**src/rtl/dctq_block_sched_if.sv**
```systemverilog
// dctq_block_sched_if: host, core and sink signals of the DCTQ ping-pong block scheduler.
// The master modport is the scheduler itself; the slave modport is its surroundings
// (host bank writer, DCTQ core and downstream sink).
interface dctq_block_sched_if #(
  parameter int CNT_W = 16
);
  // host side
  logic             sched_en;
  logic             load_done;
  logic             wr_bank;
  logic             buf_full;
  // core side
  logic             core_start;
  logic             core_bank;
  logic             core_ready;
  logic             core_valid;
  logic [5:0]       core_addr;
  logic             core_hold;
  // sink side and status
  logic             out_ready;
  logic             blk_done;
  logic [CNT_W-1:0] blk_count;
  logic             busy;
  logic             err_ovf;
  logic             err_proto;

  modport master (
    input  sched_en, load_done, core_ready, core_valid, core_addr, out_ready,
    output wr_bank, buf_full, core_start, core_bank, core_hold,
           blk_done, blk_count, busy, err_ovf, err_proto
  );

  modport slave (
    output sched_en, load_done, core_ready, core_valid, core_addr, out_ready,
    input  wr_bank, buf_full, core_start, core_bank, core_hold,
           blk_done, blk_count, busy, err_ovf, err_proto
  );
endinterface

```
**src/rtl/dctq_block_sched.sv**
```systemverilog
// dctq_block_sched: ping-pong block scheduler in front of the DCTQ core.
// Tracks the fill state of two 8x8 input banks, starts the core on each full bank,
// counts the BLK_COEFS coefficients it emits and releases the bank afterwards.
// Optional feature macro: DCTQ_SCHED_ADDRCHK_EN - when defined, every accepted
// coefficient's core_addr is checked against the running coefficient counter.
// The CNT_W parameter must match the CNT_W of the connected interface instance.
module dctq_block_sched #(
  parameter int BLK_COEFS = 64,
  parameter int CNT_W     = 16
) (
  input  logic                 clk,
  input  logic                 reset,
  dctq_block_sched_if.master   bus
);

  localparam int           CW   = (BLK_COEFS > 1) ? $clog2(BLK_COEFS) : 1;
  localparam logic [CW-1:0] LAST = CW'(BLK_COEFS - 1);

  typedef enum logic [1:0] {
    IDLE      = 2'd0,
    START     = 2'd1,
    WAIT_BUSY = 2'd2,
    RUN       = 2'd3
  } state_t;

  state_t           state_r;
  logic [CW-1:0]    cnt_r;
  logic             core_start_r;
  logic             busy_r;
  logic [CNT_W-1:0] blk_count_r;
  logic             err_proto_r;
  logic             err_ovf_r;
  logic [1:0]       full_r;
  logic             wr_ptr_r;
  logic             rd_ptr_r;

  logic             hold_s;
  logic             accept_s;
  logic             last_s;
  logic             stray_s;
  logic             addr_err_s;
  logic [1:0]       full_rel_s;
  logic [1:0]       full_nxt_s;
  logic             load_ok_s;
  logic             load_ovf_s;

`ifndef DCTQ_SCHED_ADDRCHK_EN
  // core_addr only matters when the address check is built in
  logic             unused_addr_s;
  assign unused_addr_s = ^bus.core_addr;
`endif

  // Beat qualification, bank release/load arbitration and error detection
  always_comb begin
    hold_s     = (state_r == RUN) && !bus.out_ready;
    accept_s   = (state_r == RUN) && bus.core_valid && !hold_s;
    last_s     = accept_s && (cnt_r == LAST);
    stray_s    = bus.core_valid && (state_r != RUN);
    addr_err_s = 1'b0;
`ifdef DCTQ_SCHED_ADDRCHK_EN
    if (accept_s && (bus.core_addr != 6'(cnt_r))) begin
      addr_err_s = 1'b1;
    end else begin
      addr_err_s = 1'b0;
    end
`endif
    // release is applied first so a load on a fully occupied buffer lands in the freed bank
    full_rel_s = full_r;
    if (last_s) begin
      full_rel_s[rd_ptr_r] = 1'b0;
    end else begin
      full_rel_s = full_r;
    end
    load_ok_s  = bus.load_done && !(&full_rel_s);
    load_ovf_s = bus.load_done && (&full_rel_s);
    full_nxt_s = full_rel_s;
    if (load_ok_s) begin
      full_nxt_s[wr_ptr_r] = 1'b1;
    end else begin
      full_nxt_s = full_rel_s;
    end
  end

  // Scheduler FSM: start the core on a full bank, wait for it to go busy, count its beats
  always_ff @(posedge clk) begin
    if (reset) begin
      state_r      <= IDLE;
      cnt_r        <= '0;
      core_start_r <= 1'b0;
      busy_r       <= 1'b0;
      blk_count_r  <= '0;
      err_proto_r  <= 1'b0;
    end else begin
      core_start_r <= 1'b0;
      if (stray_s || addr_err_s) begin
        err_proto_r <= 1'b1;
      end
      case (state_r)
        IDLE: begin
          if (bus.sched_en && full_r[rd_ptr_r] && bus.core_ready) begin
            state_r      <= START;
            core_start_r <= 1'b1;
            busy_r       <= 1'b1;
          end
        end
        START: begin
          state_r <= WAIT_BUSY;
        end
        WAIT_BUSY: begin
          if (!bus.core_ready) begin
            state_r <= RUN;
          end
        end
        RUN: begin
          if (last_s) begin
            cnt_r       <= '0;
            blk_count_r <= blk_count_r + CNT_W'(1);
            state_r     <= IDLE;
            busy_r      <= 1'b0;
          end else if (accept_s) begin
            cnt_r <= cnt_r + CW'(1);
          end
        end
        default: begin
          state_r <= IDLE;
          cnt_r   <= '0;
          busy_r  <= 1'b0;
        end
      endcase
    end
  end

  // Bank fill flags, write/read pointers and the sticky overflow flag
  always_ff @(posedge clk) begin
    if (reset) begin
      full_r    <= 2'b00;
      wr_ptr_r  <= 1'b0;
      rd_ptr_r  <= 1'b0;
      err_ovf_r <= 1'b0;
    end else begin
      full_r <= full_nxt_s;
      if (load_ok_s) begin
        wr_ptr_r <= ~wr_ptr_r;
      end
      if (last_s) begin
        rd_ptr_r <= ~rd_ptr_r;
      end
      if (load_ovf_s) begin
        err_ovf_r <= 1'b1;
      end
    end
  end

  assign bus.wr_bank    = wr_ptr_r;
  assign bus.core_bank  = rd_ptr_r;
  assign bus.buf_full   = &full_r;
  assign bus.core_start = core_start_r;
  assign bus.core_hold  = hold_s;
  assign bus.blk_done   = last_s;
  assign bus.blk_count  = blk_count_r;
  assign bus.busy       = busy_r;
  assign bus.err_ovf    = err_ovf_r;
  assign bus.err_proto  = err_proto_r;

endmodule

```
**src/flat_wrapper.sv**
```systemverilog
// flat-port wrapper written by rule: the top's interface ports become plain ports
module dctq_block_sched_flat 
#(
  parameter int BLK_COEFS = 64,
  parameter int CNT_W     = 16
)
  (clk, reset, bus_sched_en, bus_load_done, bus_core_ready, bus_core_valid, bus_core_addr, bus_out_ready, bus_wr_bank, bus_buf_full, bus_core_start, bus_core_bank, bus_core_hold, bus_blk_done, bus_blk_count, bus_busy, bus_err_ovf, bus_err_proto);
  dctq_block_sched_if #(.CNT_W(CNT_W)) bus_i ();
  input  logic clk;
  input  logic reset;
  input wire logic [$bits(bus_i.sched_en)-1:0] bus_sched_en;
  input wire logic [$bits(bus_i.load_done)-1:0] bus_load_done;
  input wire logic [$bits(bus_i.core_ready)-1:0] bus_core_ready;
  input wire logic [$bits(bus_i.core_valid)-1:0] bus_core_valid;
  input wire logic [$bits(bus_i.core_addr)-1:0] bus_core_addr;
  input wire logic [$bits(bus_i.out_ready)-1:0] bus_out_ready;
  output wire logic [$bits(bus_i.wr_bank)-1:0] bus_wr_bank;
  output wire logic [$bits(bus_i.buf_full)-1:0] bus_buf_full;
  output wire logic [$bits(bus_i.core_start)-1:0] bus_core_start;
  output wire logic [$bits(bus_i.core_bank)-1:0] bus_core_bank;
  output wire logic [$bits(bus_i.core_hold)-1:0] bus_core_hold;
  output wire logic [$bits(bus_i.blk_done)-1:0] bus_blk_done;
  output wire logic [$bits(bus_i.blk_count)-1:0] bus_blk_count;
  output wire logic [$bits(bus_i.busy)-1:0] bus_busy;
  output wire logic [$bits(bus_i.err_ovf)-1:0] bus_err_ovf;
  output wire logic [$bits(bus_i.err_proto)-1:0] bus_err_proto;
  assign bus_i.sched_en = bus_sched_en;
  assign bus_i.load_done = bus_load_done;
  assign bus_i.core_ready = bus_core_ready;
  assign bus_i.core_valid = bus_core_valid;
  assign bus_i.core_addr = bus_core_addr;
  assign bus_i.out_ready = bus_out_ready;
  assign bus_wr_bank = bus_i.wr_bank;
  assign bus_buf_full = bus_i.buf_full;
  assign bus_core_start = bus_i.core_start;
  assign bus_core_bank = bus_i.core_bank;
  assign bus_core_hold = bus_i.core_hold;
  assign bus_blk_done = bus_i.blk_done;
  assign bus_blk_count = bus_i.blk_count;
  assign bus_busy = bus_i.busy;
  assign bus_err_ovf = bus_i.err_ovf;
  assign bus_err_proto = bus_i.err_proto;
  dctq_block_sched #(.BLK_COEFS(BLK_COEFS), .CNT_W(CNT_W)) u_core (.clk(clk), .reset(reset), .bus(bus_i));
endmodule
```
**config.mk**
```make
export PLATFORM = sky130hd
export DESIGN_NAME = dctq_block_sched_flat
export DESIGN_NICKNAME = d
export VERILOG_FILES = /design/src/rtl/dctq_block_sched_if.sv /design/src/rtl/dctq_block_sched.sv /design/src/flat_wrapper.sv
export SDC_FILE = /design/constraint.sdc
export NUM_CORES = 1
export LEC_CHECK = 0
export CORE_AREA = 2 2 61 63
export CTS_BUF_LIST = sky130_fd_sc_hd__clkbuf_8
export CTS_CLUSTER_DIAMETER = 120
export DETAILED_ROUTE_END_ITERATION = 12
export DIE_AREA = 0 0 63 65
export DONT_BUFFER_PORTS = 1
export GPL_TIMING_DRIVEN = 1
export SLEW_MARGIN = 20
export SYNTH_ARGS = -nofsm -noshare
export SYNTH_HDL_FRONTEND = slang
export SYNTH_SLANG_ARGS = --single-unit
```
**constraint.sdc**
```tcl
create_clock -name clk -period 4.3 [get_ports clk]
set_clock_uncertainty 0.05 [all_clocks]
set_input_delay 0.215 -clock clk [delete_from_list [all_inputs] [get_ports clk]]
set_output_delay 0.215 -clock clk [all_outputs]
set_load 0.01 [all_outputs]
```
# ---- Word level (Yosys, flattened, before mapping)
# Cells that the tools add are included.
dict set report totals {
  register_bits 32
  input_bits 13
  word_cells 72
}
dict set report op_classes {
  add_sub_neg 2
  order_cmp 4
  n_eq_ne 8
  muxes 18
  bitwise 6
  reduce_logical 24
}
# operator n
set op_table {}
lappend op_table {{$add 16x1->16 const B} 1}
lappend op_table {{$mux 6} 2}
lappend op_table {{$logic_and 1x1->1} 11}
lappend op_table {{$mux 2} 5}
lappend op_table {{$pmux 2 s4} 1}
lappend op_table {{$reduce_and 2->1} 4}
lappend op_table {{$mux 1} 7}
lappend op_table {{$add 6x1->6 const B} 1}
lappend op_table {{$eq 6x6->1 const B} 1}
lappend op_table {{$ne 2x2->1 const B} 3}
lappend op_table {{$reduce_and 3->1} 2}
lappend op_table {{$eq 2x2->1 const B} 2}
lappend op_table {{$lt 1x2->1 const B} 2}
lappend op_table {{$reduce_bool 2->1} 2}
lappend op_table {{$logic_not 1->1} 3}
lappend op_table {{$not 1->1} 3}
lappend op_table {{$and 2x2->2} 1}
lappend op_table {{$demux 1 s1} 2}
lappend op_table {{$eq 2x1->1 const B} 1}
lappend op_table {{$ge 1x1->1 const B} 2}
lappend op_table {{$logic_not 2->1} 1}
lappend op_table {{$ne 2x1->1 const B} 1}
lappend op_table {{$not 2->2} 1}
lappend op_table {{$or 2x2->2} 1}
lappend op_table {{2 further kinds} 2}

# ---- Longest topological paths before layout
# Gate-level depths: netlist of run 1.
dict set report logic_depth {
  depth_word 11
  depth_mapped 6
  depth_no_buf 6
}

# ---- Least setup slack after synthesis of run 1
# No wires, ideal clock.
dict set report synth_path {
  kind {register -> register}
  start {register u_core.state_r[1]}
  end {register u_core.blk_count_r[15], in the netlist u_core.bus.blk_count[15]}
  setup_time_ns 0.071
  t_arrival_ns 2.007
  t_required_ns 4.179
  slack_ns 2.172
  path_stages_with_launch 7
  n_path_buf 1
  synth_period_minus_slack_ns 2.128
  path_cell_list {dfxtp_1 -> ha_1 -> nand4_4 -> or4_1 -> buf_2 -> or4_1 -> a21oi_1}
}
dict set report synth_via {
  elab_chain_len 6
  word_cells_on_any_way 7
  cone_classes {eq/ne: 1; reduce/logical: 6}
}
# item line
set synth_lines {}
lappend synth_lines {{start, declared} dctq_block_sched.sv:26} ;# state_t state_r;
lappend synth_lines {{start signal, assigned} dctq_block_sched.sv:87} ;# state_r <= IDLE;
lappend synth_lines {{start signal, assigned} dctq_block_sched.sv:101} ;# state_r <= START;
lappend synth_lines {{start signal, assigned} dctq_block_sched.sv:107} ;# state_r <= WAIT_BUSY;
lappend synth_lines {{$eq 2x2->1 (*)} {dctq_block_sched.sv:55, dctq_block_sched.sv:56, dctq_block_sched.sv:98}}
lappend synth_lines {{$logic_and 1x1->1} dctq_block_sched.sv:55} ;# hold_s = (state_r == RUN) && !bus.out_ready;
lappend synth_lines {{$logic_not 1->1} dctq_block_sched.sv:56} ;# accept_s = (state_r == RUN) && bus.core_valid && !hold_s;
lappend synth_lines {{$logic_and 1x1->1} dctq_block_sched.sv:56}
lappend synth_lines {{$logic_and 1x1->1} dctq_block_sched.sv:57} ;# last_s = accept_s && (cnt_r == LAST);
lappend synth_lines {{$reduce_and 2->1 (no source line) (*)} --}
lappend synth_lines {{end signal, assigned} dctq_block_sched.sv:117} ;# blk_count_r <= blk_count_r + CNT_W'(1);
lappend synth_lines {{end, declared} dctq_block_sched.sv:30} ;# logic [CNT_W-1:0] blk_count_r;
# Every way passes the cells marked *; elsewhere a longest branch is shown, timed or not.
# A chain may end at the register's enable or synchronous reset.

# ---- Final worst setup path of run 1
# Same ends and word-level chain as after synthesis.

==> results of run 1 <==
==> per-layer routing <==
metal	vias up	part of all wire [%]
li1	605	-
met1	576	42
met3	4	6.3
met2	31	51
met5	-	0
met4	0	0.87
==> power groups by stage <==
stage          Sequential, mW  Clock, mW  Combinational [mW]
2_1_floorplan           0.314          0              0.0210
3_3_place_gp            0.315          0              0.0199
3_5_place_dp            0.315          0              0.0213
4_1_cts                 0.309      0.242              0.0260
5_1_grt                 0.309      0.258              0.0299
6_report                0.309      0.235              0.0258
==> final cells by class <==
| class | count | area, um^2 |
|---|---|---|
| Timing Repair Buffer | 1 | 10.01 |
| Clock buffer | 6 | 82.58 |
| Fill cell | 363 | 1878 |
| Tap cell | 48 | 60.06 |
| Clock inverter | 2 | 10.01 |
| Multi-Input combinational cell | 123 | 788.3 |
| Sequential cell | 32 | 640.6 |
| Inverter | 7 | 26.28 |
==> cell families (layout without fill, tap and decap cells) <==
kind of cell | count (synthesis) | after routing | synth area share (%)
AO/OA/AOI/OAI | 28 | 28 | 11.84
XOR/XNOR | 13 | 13 | 7.699
AND/OR/NAND/NOR | 73 | 73 | 26.74
multiplexers | 4 | 4 | 2.792
adder cells (fa/ha/maj) | 5 | 5 | 4.230
flip-flops | 32 | 32 | 43.32
buffers and inverters | 13 | 16 | 3.383
==> state kept, by name, summed over array words and instances (netlist names) <==
register / count
u_core.bus.blk_count: 16
u_core.bus.busy: 1
u_core.bus.core_bank: 1
u_core.bus.core_start: 1
u_core.bus.err_ovf: 1
u_core.bus.err_proto: 1
u_core.bus.wr_bank: 1
u_core.cnt_r: 6
u_core.full_r: 2
u_core.state_r: 2
==> worst min-delay path by stage <==
stage | start | to | cells past startpoint
2_1_floorplan | bus_core_valid | u_core.bus.err_proto | 2
3_3_place_gp | reset | u_core.bus.blk_count[13] | 1
3_5_place_dp | reset | u_core.bus.blk_count[13] | 1
4_1_cts | bus_load_done | u_core.full_r[0] | 2
5_1_grt | bus_load_done | u_core.bus.wr_bank | 1
6_report | bus_load_done | u_core.bus.wr_bank | 1
==> synth_stat cells, types with 2 or more instances <==
library cell,n
nand3_1,5
or3_2,2
mux2i_1,3
nand2_1,16
ha_1,5
and4_1,2
o21ai_0,6
a21oi_1,9
dfxtp_1,32
nor2_1,19
or3_1,2
a22oi_1,2
and2_1,2
xor2_1,5
or4_1,4
clkbuf_1,4
a211oi_1,2
nand4_1,7
xnor2_1,8
inv_1,6
nor3_1,5
o211ai_1,3
==> worst max-delay path, stage by stage (launching register included) <==
cell and delay, ns:
dfxtp_1 0.37, ha_1 0.31, nand4_4 0.18, or4_1 0.71, or4_1 0.51, a21oi_1 0.15
==> impl_metrics.csv, run 1 <==
group,metric,value,unit
outcome,status,"complete, no violations",
worst_setup_path,r2r-end,"u_core.bus.blk_count[15]",
synth,synth_area_leaders,"dfxtp_1 43%, nor2_1 4.8%, xnor2_1 4.7%",
synth,synth-edff-count,0,
die,dieArea,4095,um^2
detailed_routing,vias,1216,
clock_tree,post_cts_buffers,0,
clock_tree,clk_pin_slew,0.07,ns
detailed_routing,firstDrtPassIters,4,
placed_design,dp.cells,210,
clock_tree,cts_inserted_buffers,5,
detailed_routing,finalWirelength,2999,um
global_routing,globalRouteTotalUtil,16.26,%
timing,rsz0062_at_grt,"no",
synth,synth_cells,168,
die,fp.dieH,65,um
die,start_util,42.30,%
clock_tree,h-tree-depth,2,
layout,fin_nets,188,
timing,fin_hold_ws,0.03559,ns
synth,yosysUniqueCellTypes,41,
global_routing,busiest_layer,"met2",
power,pwr-share-comb,4.5,%
layout,layout.cells.non_filler,219,
synth,synthFlopType,"dfxtp_1",
synth,synth_area,1479,um^2
timing,hold_viol,0,
worst_setup_path,critPathMaxFanout,9,
worst_setup_path,reg2reg_depth,5,
worst_setup_path,start_kind,"flop",
clock_tree,cts_buffer_depth,2,
power,seq_power_share,54.2,%
layout,antennaDiodeCount,0,
timing,relSlewSlack,30.88,%
die,die_x,63,um
global_routing,grt_pass1_wl,5154,um
global_routing,grt_use_met3,6.250,%
placed_design,postPlaceCellArea,1515,um^2
timing,worst_pin_slew,1.033,ns
hold_path,min_path_type,"primary input to flop",
synth,async_flop_share,0,%
worst_setup_path,crit_arrival,2.51,ns
power,vdd_ir_drop_max,0.1353,mV
worst_setup_path,crit_path_end_kind,"flop",
placed_design,port_buffers,0,
worst_setup_path,regToRegSetupSlack,1.94,ns
clock_tree,hold_buffers,1,
power,power,0.5693,mW
layout,mostFrequentLayoutCells,"32 x dfxtp_1, 19 x nor2_1, 16 x nand2_1",
power,intPower,0.4407,mW
timing,setup_ws,1.936,ns
clock_tree,cts_sinks,32,
placed_design,hpwl,2187,um
power,p_clk_share,41.3,%
layout,layout_commonest_cell,"dfxtp_1",
detailed_routing,drc_errors,0,
worst_setup_path,critPathCapture,"u_core.bus.blk_count[15]",
clock_tree,clock_latency,0.28,ns
synth,syn_nets,186,
timing,setup_viol,0,
die,io_pins,38,
job,drv_cap,0,
synth,synth-seq-cells,32,
layout,final_area,1618,um^2
placed_design,place_ws,1.950,ns
timing,period_share,54.98,%
clock_tree,cts_resized,0,
clock_tree,root_buffer,"clkbuf_8",
timing,fin_crit,2.364,ns
detailed_routing,ant_nets,0,
worst_setup_path,critical_path_class,"flop to flop",
power,swShare,22.60,%
detailed_routing,drt-initial-drc-count,39,
global_routing,met1_usage,17.80,%
synth,syn_area_per_cell,8.803,um^2
worst_setup_path,reg2reg_from,"u_core.state_r[1]",
synth,ys_seq_area_share,43.32,%
synth,synth_top_cell_area_share,43.32,%
global_routing,grt_pass1_vias,1153,
global_routing,grt.overflow.total,0,
global_routing,grt_max_degree,28,
power,switchingPower,0.1286,mW
global_routing,use_met2,28.99,%
power,p_leak,0.5637,nW
placed_design,gp_congestion,0.7448,
layout,post-route-util,46.28,%
synth,yosys.area.top_type,"dfxtp_1",
timing,slew_viol_final,0,
timing,fmax,423.0,MHz
timing,fin_setup_tns,0,ns
worst_setup_path,startpoint,"u_core.state_r[1]",
detailed_routing,routed_via_density,5.553,
clock_tree,cts_tree,"done",
global_routing,antenna_found_initial,0,
die,rows,22,
layout,syn2layout_area_growth,9.391,%
detailed_routing,drt-wirelength-per-cell,13.69,um
layout,drive_above_1_share,8.772,%
power,p_per_area,351.9,nW/um^2
die,coreArea,3496,um^2
worst_setup_path,worst-endpoint-required,4.45,ns
synth,yosys_warnings,0,
No activity file was read; power rests on OpenSTA's default activity.
==> run 2, diff against run 1 <==
- ABC_AREA: unset -> 1
- CORE_AREA: 2 2 61 63 -> 2 2 65 67
- DIE_AREA: 0 0 63 65 -> 0 0 67 69
- clock period: 4.3 -> 2.4 ns (I/O delays scaled with it)
==> impl_metrics.csv, run 2 <==
group,metric,value,unit
synth,yosys.area.top_type,"dfxtp_1",
layout,mostFrequentLayoutCells,"56 x nand2_1, 41 x inv_1, 34 x nor2_1",
detailed_routing,drt-initial-drc-count,84,
global_routing,globalRouteTotalUtil,17.11,%
power,p_per_area,601.5,nW/um^2
global_routing,grt_pass1_wl,6127,um
synth,yosys_warnings,0,
layout,fin_nets,273,
timing,hold_viol,0,
synth,synth-seq-cells,32,
job,drv_cap,0,
global_routing,grt_max_degree,18,
placed_design,postPlaceCellArea,1733,um^2
placed_design,port_buffers,0,
layout,final_area,1851,um^2
timing,slew_viol_final,0,
detailed_routing,drt-wirelength-per-cell,11.73,um
synth,syn_area_per_cell,6.839,um^2
die,coreArea,3914,um^2
clock_tree,cts_inserted_buffers,5,
timing,relSlewSlack,60.98,%
worst_setup_path,critical_path_class,"flop to flop",
layout,antennaDiodeCount,0,
die,start_util,43.16,%
clock_tree,cts_sinks,32,
timing,fin_crit,2.121,ns
timing,setup_viol,0,
clock_tree,cts_tree,"done",
worst_setup_path,crit_arrival,2.30,ns
timing,worst_pin_slew,0.5834,ns
synth,synthFlopType,"dfxtp_1",
synth,synth_area,1689,um^2
layout,layout.cells.non_filler,305,
worst_setup_path,critPathMaxFanout,6,
global_routing,grt_pass1_vias,1332,
detailed_routing,drc_errors,0,
worst_setup_path,crit_path_end_kind,"flop",
synth,synth_area_leaders,"dfxtp_1 38%, nand2_1 12%, inv_1 8.9%",
placed_design,dp.cells,294,
synth,ys_seq_area_share,37.93,%
clock_tree,root_buffer,"clkbuf_8",
power,p_leak,0.7459,nW
layout,layout_commonest_cell,"nand2_1",
timing,rsz0062_at_grt,"no",
clock_tree,cts_resized,0,
synth,synth-edff-count,0,
timing,fmax,471.6,MHz
detailed_routing,firstDrtPassIters,4,
power,vdd_ir_drop_max,0.3051,mV
detailed_routing,ant_nets,0,
placed_design,gp_congestion,0.8214,
worst_setup_path,start_kind,"flop",
hold_path,min_path_type,"primary input to flop",
clock_tree,clock_latency,0.28,ns
synth,synth_top_cell_area_share,37.93,%
outcome,status,"complete, no violations",
synth,syn_nets,265,
layout,drive_above_1_share,9.020,%
worst_setup_path,worst-endpoint-required,2.58,ns
die,fp.dieH,69,um
detailed_routing,finalWirelength,3579,um
worst_setup_path,reg2reg_from,"u_core.state_r[1]",
layout,num-fill-cells,408,
clock_tree,clk_pin_slew,0.07,ns
worst_setup_path,startpoint,"u_core.state_r[1]",
synth,async_flop_share,0,%
global_routing,grt.overflow.total,0,
detailed_routing,routed_via_density,4.846,
clock_tree,cts_buffer_depth,2,
timing,fin_hold_ws,0.03844,ns
hold_path,min_from,"bus_sched_en",
placed_design,hpwl,2608,um
layout,largest_register_ffs,16,
layout,syn2layout_area_growth,9.555,%
detailed_routing,vias,1478,
layout,post-route-util,47.28,%
die,die_x,67,um
timing,period_share,88.36,%
timing,fin_setup_tns,0,ns
die,dieArea,4623,um^2
global_routing,antenna_found_initial,0,
synth,synth_common_cells,"56 x nand2_1, 40 x inv_1, 34 x nor2_1",
die,io_pins,38,
clock_tree,h-tree-depth,2,
die,rows,23,
synth,yosysUniqueCellTypes,22,
synth,yosysMostFrequentCell,"nand2_1",
synth,synth_cells,247,
==> run 2: changes by cell type in the layout (fill, tap and decap cells not counted), moves of 4 or more <==
cell | previous run | this run
a21oi_1 | 9 | 14
xnor2_1 | 8 | 1
nand2_1 | 16 | 56
nand2_2 | 0 | 4
nand3_1 | 5 | 13
o21ai_0 | 6 | 13
inv_1 | 6 | 41
nor2_1 | 19 | 34
nor2_4 | 0 | 6
or4_1 | 4 | 0
==> run 2: layer usage <==
metal,GRT usage [%],up-vias,share of wire (%),wire length [um]
li1,-,791,-,-
met1,22.13,652,48,1718
met2,25.74,31,43,1549
met3,7.341,4,7.6,271
met4,4.762,0,1.1,39
met5,0,-,0,0
==> run 2: cell families after synthesis <==
family,count (synthesis),synth area share [%]
buf+inv,44,10.22
xor+xnor,3,1.556
compound gates,29,8.889
fa+ha+maj,5,3.704
simple gates,134,37.70
flops,32,37.93
==> run 2: stage by stage <==
step / total power, mW / setup slack, ns
detailed placement: 0.7257 / 0.6673
global placement: 0.7242 / 0.6735
CTS: 1.124 / 0.2746
finish: 1.113 / 0.2795
global route: 1.183 / 0.1271
floorplan: 0.7037 / 0.9514
==> run 2: layout make-up <==
cell class	count	area (um^2)	share of cell area [%]
multi-input cells	171	875.8	47.33
flip-flops and latches	32	640.6	34.62
inverters	41	153.9	8.316
clock buffers	5	68.82	3.719
well taps	50	62.56	3.381
repair buffers	4	40.04	2.164
clock inverters	2	8.758	0.4733
==> run 2: critical path, cell delays in order (launching register included) <==
cell and delay (ns):
dfxtp_1 0.36, ha_1 0.30, nand3_2 0.20, nor2_4 0.18, nand2_4 0.08, nand2_1 0.08
nand3b_1 0.11, a21oi_1 0.15, dlygate4sd3_1 0.56
==> run 2: final timing paths <==
kind / endpoint / slack, ns / depth (start not counted)
hold reg to reg: u_core.cnt_r[1] / 0.44 / 2
setup / recovery: u_core.bus.wr_bank / 0.28 / 8
hold / removal: u_core.bus.core_start / 0.04 / 3
setup reg to reg: u_core.bus.wr_bank / 0.28 / 8
==> run 2: repair_timing <==
action,CTS,global route
hold buffers,4,0
setup buffers,0,0
hold endpoints to repair,14,0
==> run 2: where the power goes <==
| part | total (mW) | internal, mW | switching [mW] |
|---|---|---|---|
| clock | 0.390 | 0.193 | 0.198 |
| sequential | 0.574 | 0.554 | 0.0195 |
| combinational | 0.149 | 0.0575 | 0.0913 |
| total | 1.11 | 0.805 | 0.308 |
==> run 3, diff against run 2 <==
- CORE_AREA: 2 2 65 67 -> 2 2 62 64
- DIE_AREA: 0 0 67 69 -> 0 0 64 66
==> impl_metrics.csv, run 3 (same netlist as run 2, synthesis figures left out) <==
group,metric,value,unit
outcome,status,"complete, no violations",
placed_design,postPlaceCellArea,1730,um^2
layout,num-fill-cells,352,
worst_setup_path,critPathMaxFanout,6,
detailed_routing,routed_via_density,4.845,
detailed_routing,drt-initial-drc-count,46,
die,io_pins,38,
die,rows,22,
placed_design,port_buffers,0,
clock_tree,cts_sinks,32,
timing,fin_crit,2.126,ns
detailed_routing,wl_met2,1542,um
clock_tree,clock_latency,0.28,ns
detailed_routing,firstDrtPassIters,6,
clock_tree,cts_tree,"done",
die,dieArea,4224,um^2
global_routing,globalRouteTotalUtil,18.80,%
global_routing,grt_pass1_wl,6009,um
layout,syn2layout_area_growth,10.15,%
layout,mostFrequentLayoutCells,"56 x nand2_1, 42 x inv_1, 34 x nor2_1",
clock_tree,post_cts_buffers,0,
global_routing,grt_pass1_vias,1340,
placed_design,hpwl,2556,um
timing,worst_pin_slew,0.5335,ns
detailed_routing,drc_errors,0,
die,die_x,64,um
global_routing,grt.overflow.total,0,
worst_setup_path,crit_chain,"ha_1, nand3_2, nor2_4, nand2_4, nand2_1, nand3b_1, a21oi_1, dlygate4sd3_1",
layout,drive_above_1_share,8.984,%
clock_tree,h-tree-depth,2,
clock_tree,cts_inserted_buffers,5,
clock_tree,hold_buffers,4,
clock_tree,cts_buffer_depth,2,
clock_tree,root_buffer,"clkbuf_8",
timing,slew_viol_final,0,
layout,antennaDiodeCount,0,
detailed_routing,finalWirelength,3587,um
worst_setup_path,crit_arrival,2.31,ns
job,drv_cap,0,
layout,layout_commonest_cell,"nand2_1",
timing,fmax,470.3,MHz
global_routing,grt_max_degree,18,
clock_tree,cts_resized,0,
timing,period_share,88.60,%
die,coreArea,3551,um^2
die,start_util,47.57,%
worst_setup_path,start_kind,"flop",
detailed_routing,routed.top_layer,"met4",
die,fp.dieH,66,um
global_routing,antenna_found_initial,0,
timing,fin_setup_tns,0,ns
detailed_routing,drt-met1-wl,1750,um
detailed_routing,ant_nets,0,
worst_setup_path,worst-endpoint-required,2.58,ns
timing,relSlewSlack,64.31,%
detailed_routing,vias,1473,
detailed_routing,dr_wl_met3,214,um
timing,setup_viol,0,
layout,largest_register_ffs,16,
placed_design,gp_congestion,0.8138,
timing,rsz0062_at_grt,"no",
worst_setup_path,cp_slowest_cell,"dlygate4sd3_1",
detailed_routing,drt-wirelength-per-cell,11.80,um
worst_setup_path,critical_path_class,"flop to flop",
layout,fin_nets,273,
worst_setup_path,slowest_delay,0.55,ns
layout,final_area,1861,um^2
power,p_leak,0.7542,nW
clock_tree,clk_pin_slew,0.07,ns
power,vdd_ir_drop_max,0.3073,mV
timing,hold_viol,0,
power,p_per_area,617.1,nW/um^2
worst_setup_path,crit_path_end_kind,"flop",
hold_path,min_path_type,"primary input to flop",
layout,seq_area,640.6,um^2
layout,multi_input_area,875.8,um^2
-- run 3: cell types whose count changed in the layout (fill, tap and decap cells not counted) --
cell and change:
clkbuf_8 +1, clkinv_2 -1, inv_1 +1
-- run 3: area by class of cell --
type	count	share of cell area, %
clock buffers	6	4.438
clock inverters	2	0.4035
inverters	41	8.272
repair buffers	4	2.152
flip-flops and latches	32	34.43
well taps	48	3.228
multi-input cells	171	47.07
-- run 3: worst paths after layout --
check	from	endpoint	slack, ns	cells past startpoint
hold / removal	bus_sched_en	u_core.bus.core_start	0.02	3
setup / recovery	u_core.state_r[1]	u_core.full_r[0]	0.27	8
setup reg to reg	u_core.state_r[1]	u_core.full_r[0]	0.27	8
hold reg to reg	u_core.cnt_r[1]	u_core.cnt_r[1]	0.44	2
-- run 3: metrics by stage --
stage / total power [mW] / utilization, % / cells / hold slack, ns / setup slack, ns
3_3_place_gp: 0.7250 / 48.73 / 292 / 0.1427 / 0.6715
6_report: 1.148 / 52.40 / 304 / 0.02343 / 0.2735
4_1_cts: 1.162 / 52.40 / 304 / 0.01874 / 0.2731
5_1_grt: 1.213 / 52.40 / 304 / 0.04016 / 0.1299
2_1_floorplan: 0.7037 / - / 247 / 0.1391 / 0.9514
3_5_place_dp: 0.7270 / 48.73 / 292 / 0.1429 / 0.6745
-- run 3: power breakdown --
part	switching, mW	internal, mW
Combinational	0.0928	0.0579
Clock	0.198	0.225
Sequential	0.0194	0.554
Total	0.311	0.837
-- run 3: critical path, delay by kind of cell (launching register included) --
kind | cells | cell delay, ns
AND/OR/NAND/NOR | 5 | 0.68
buffers and inverters | 1 | 0.55
flip-flops | 1 | 0.36
adder cells (fa/ha/maj) | 1 | 0.32
AO/OA/AOI/OAI | 1 | 0.12
-- run 3: per-layer routing --
metal	global-route usage, %	up-vias
met5	0	-
met4	8.967	0
met1	22.76	642
met3	6.985	9
li1	-	792
met2	29.43	30
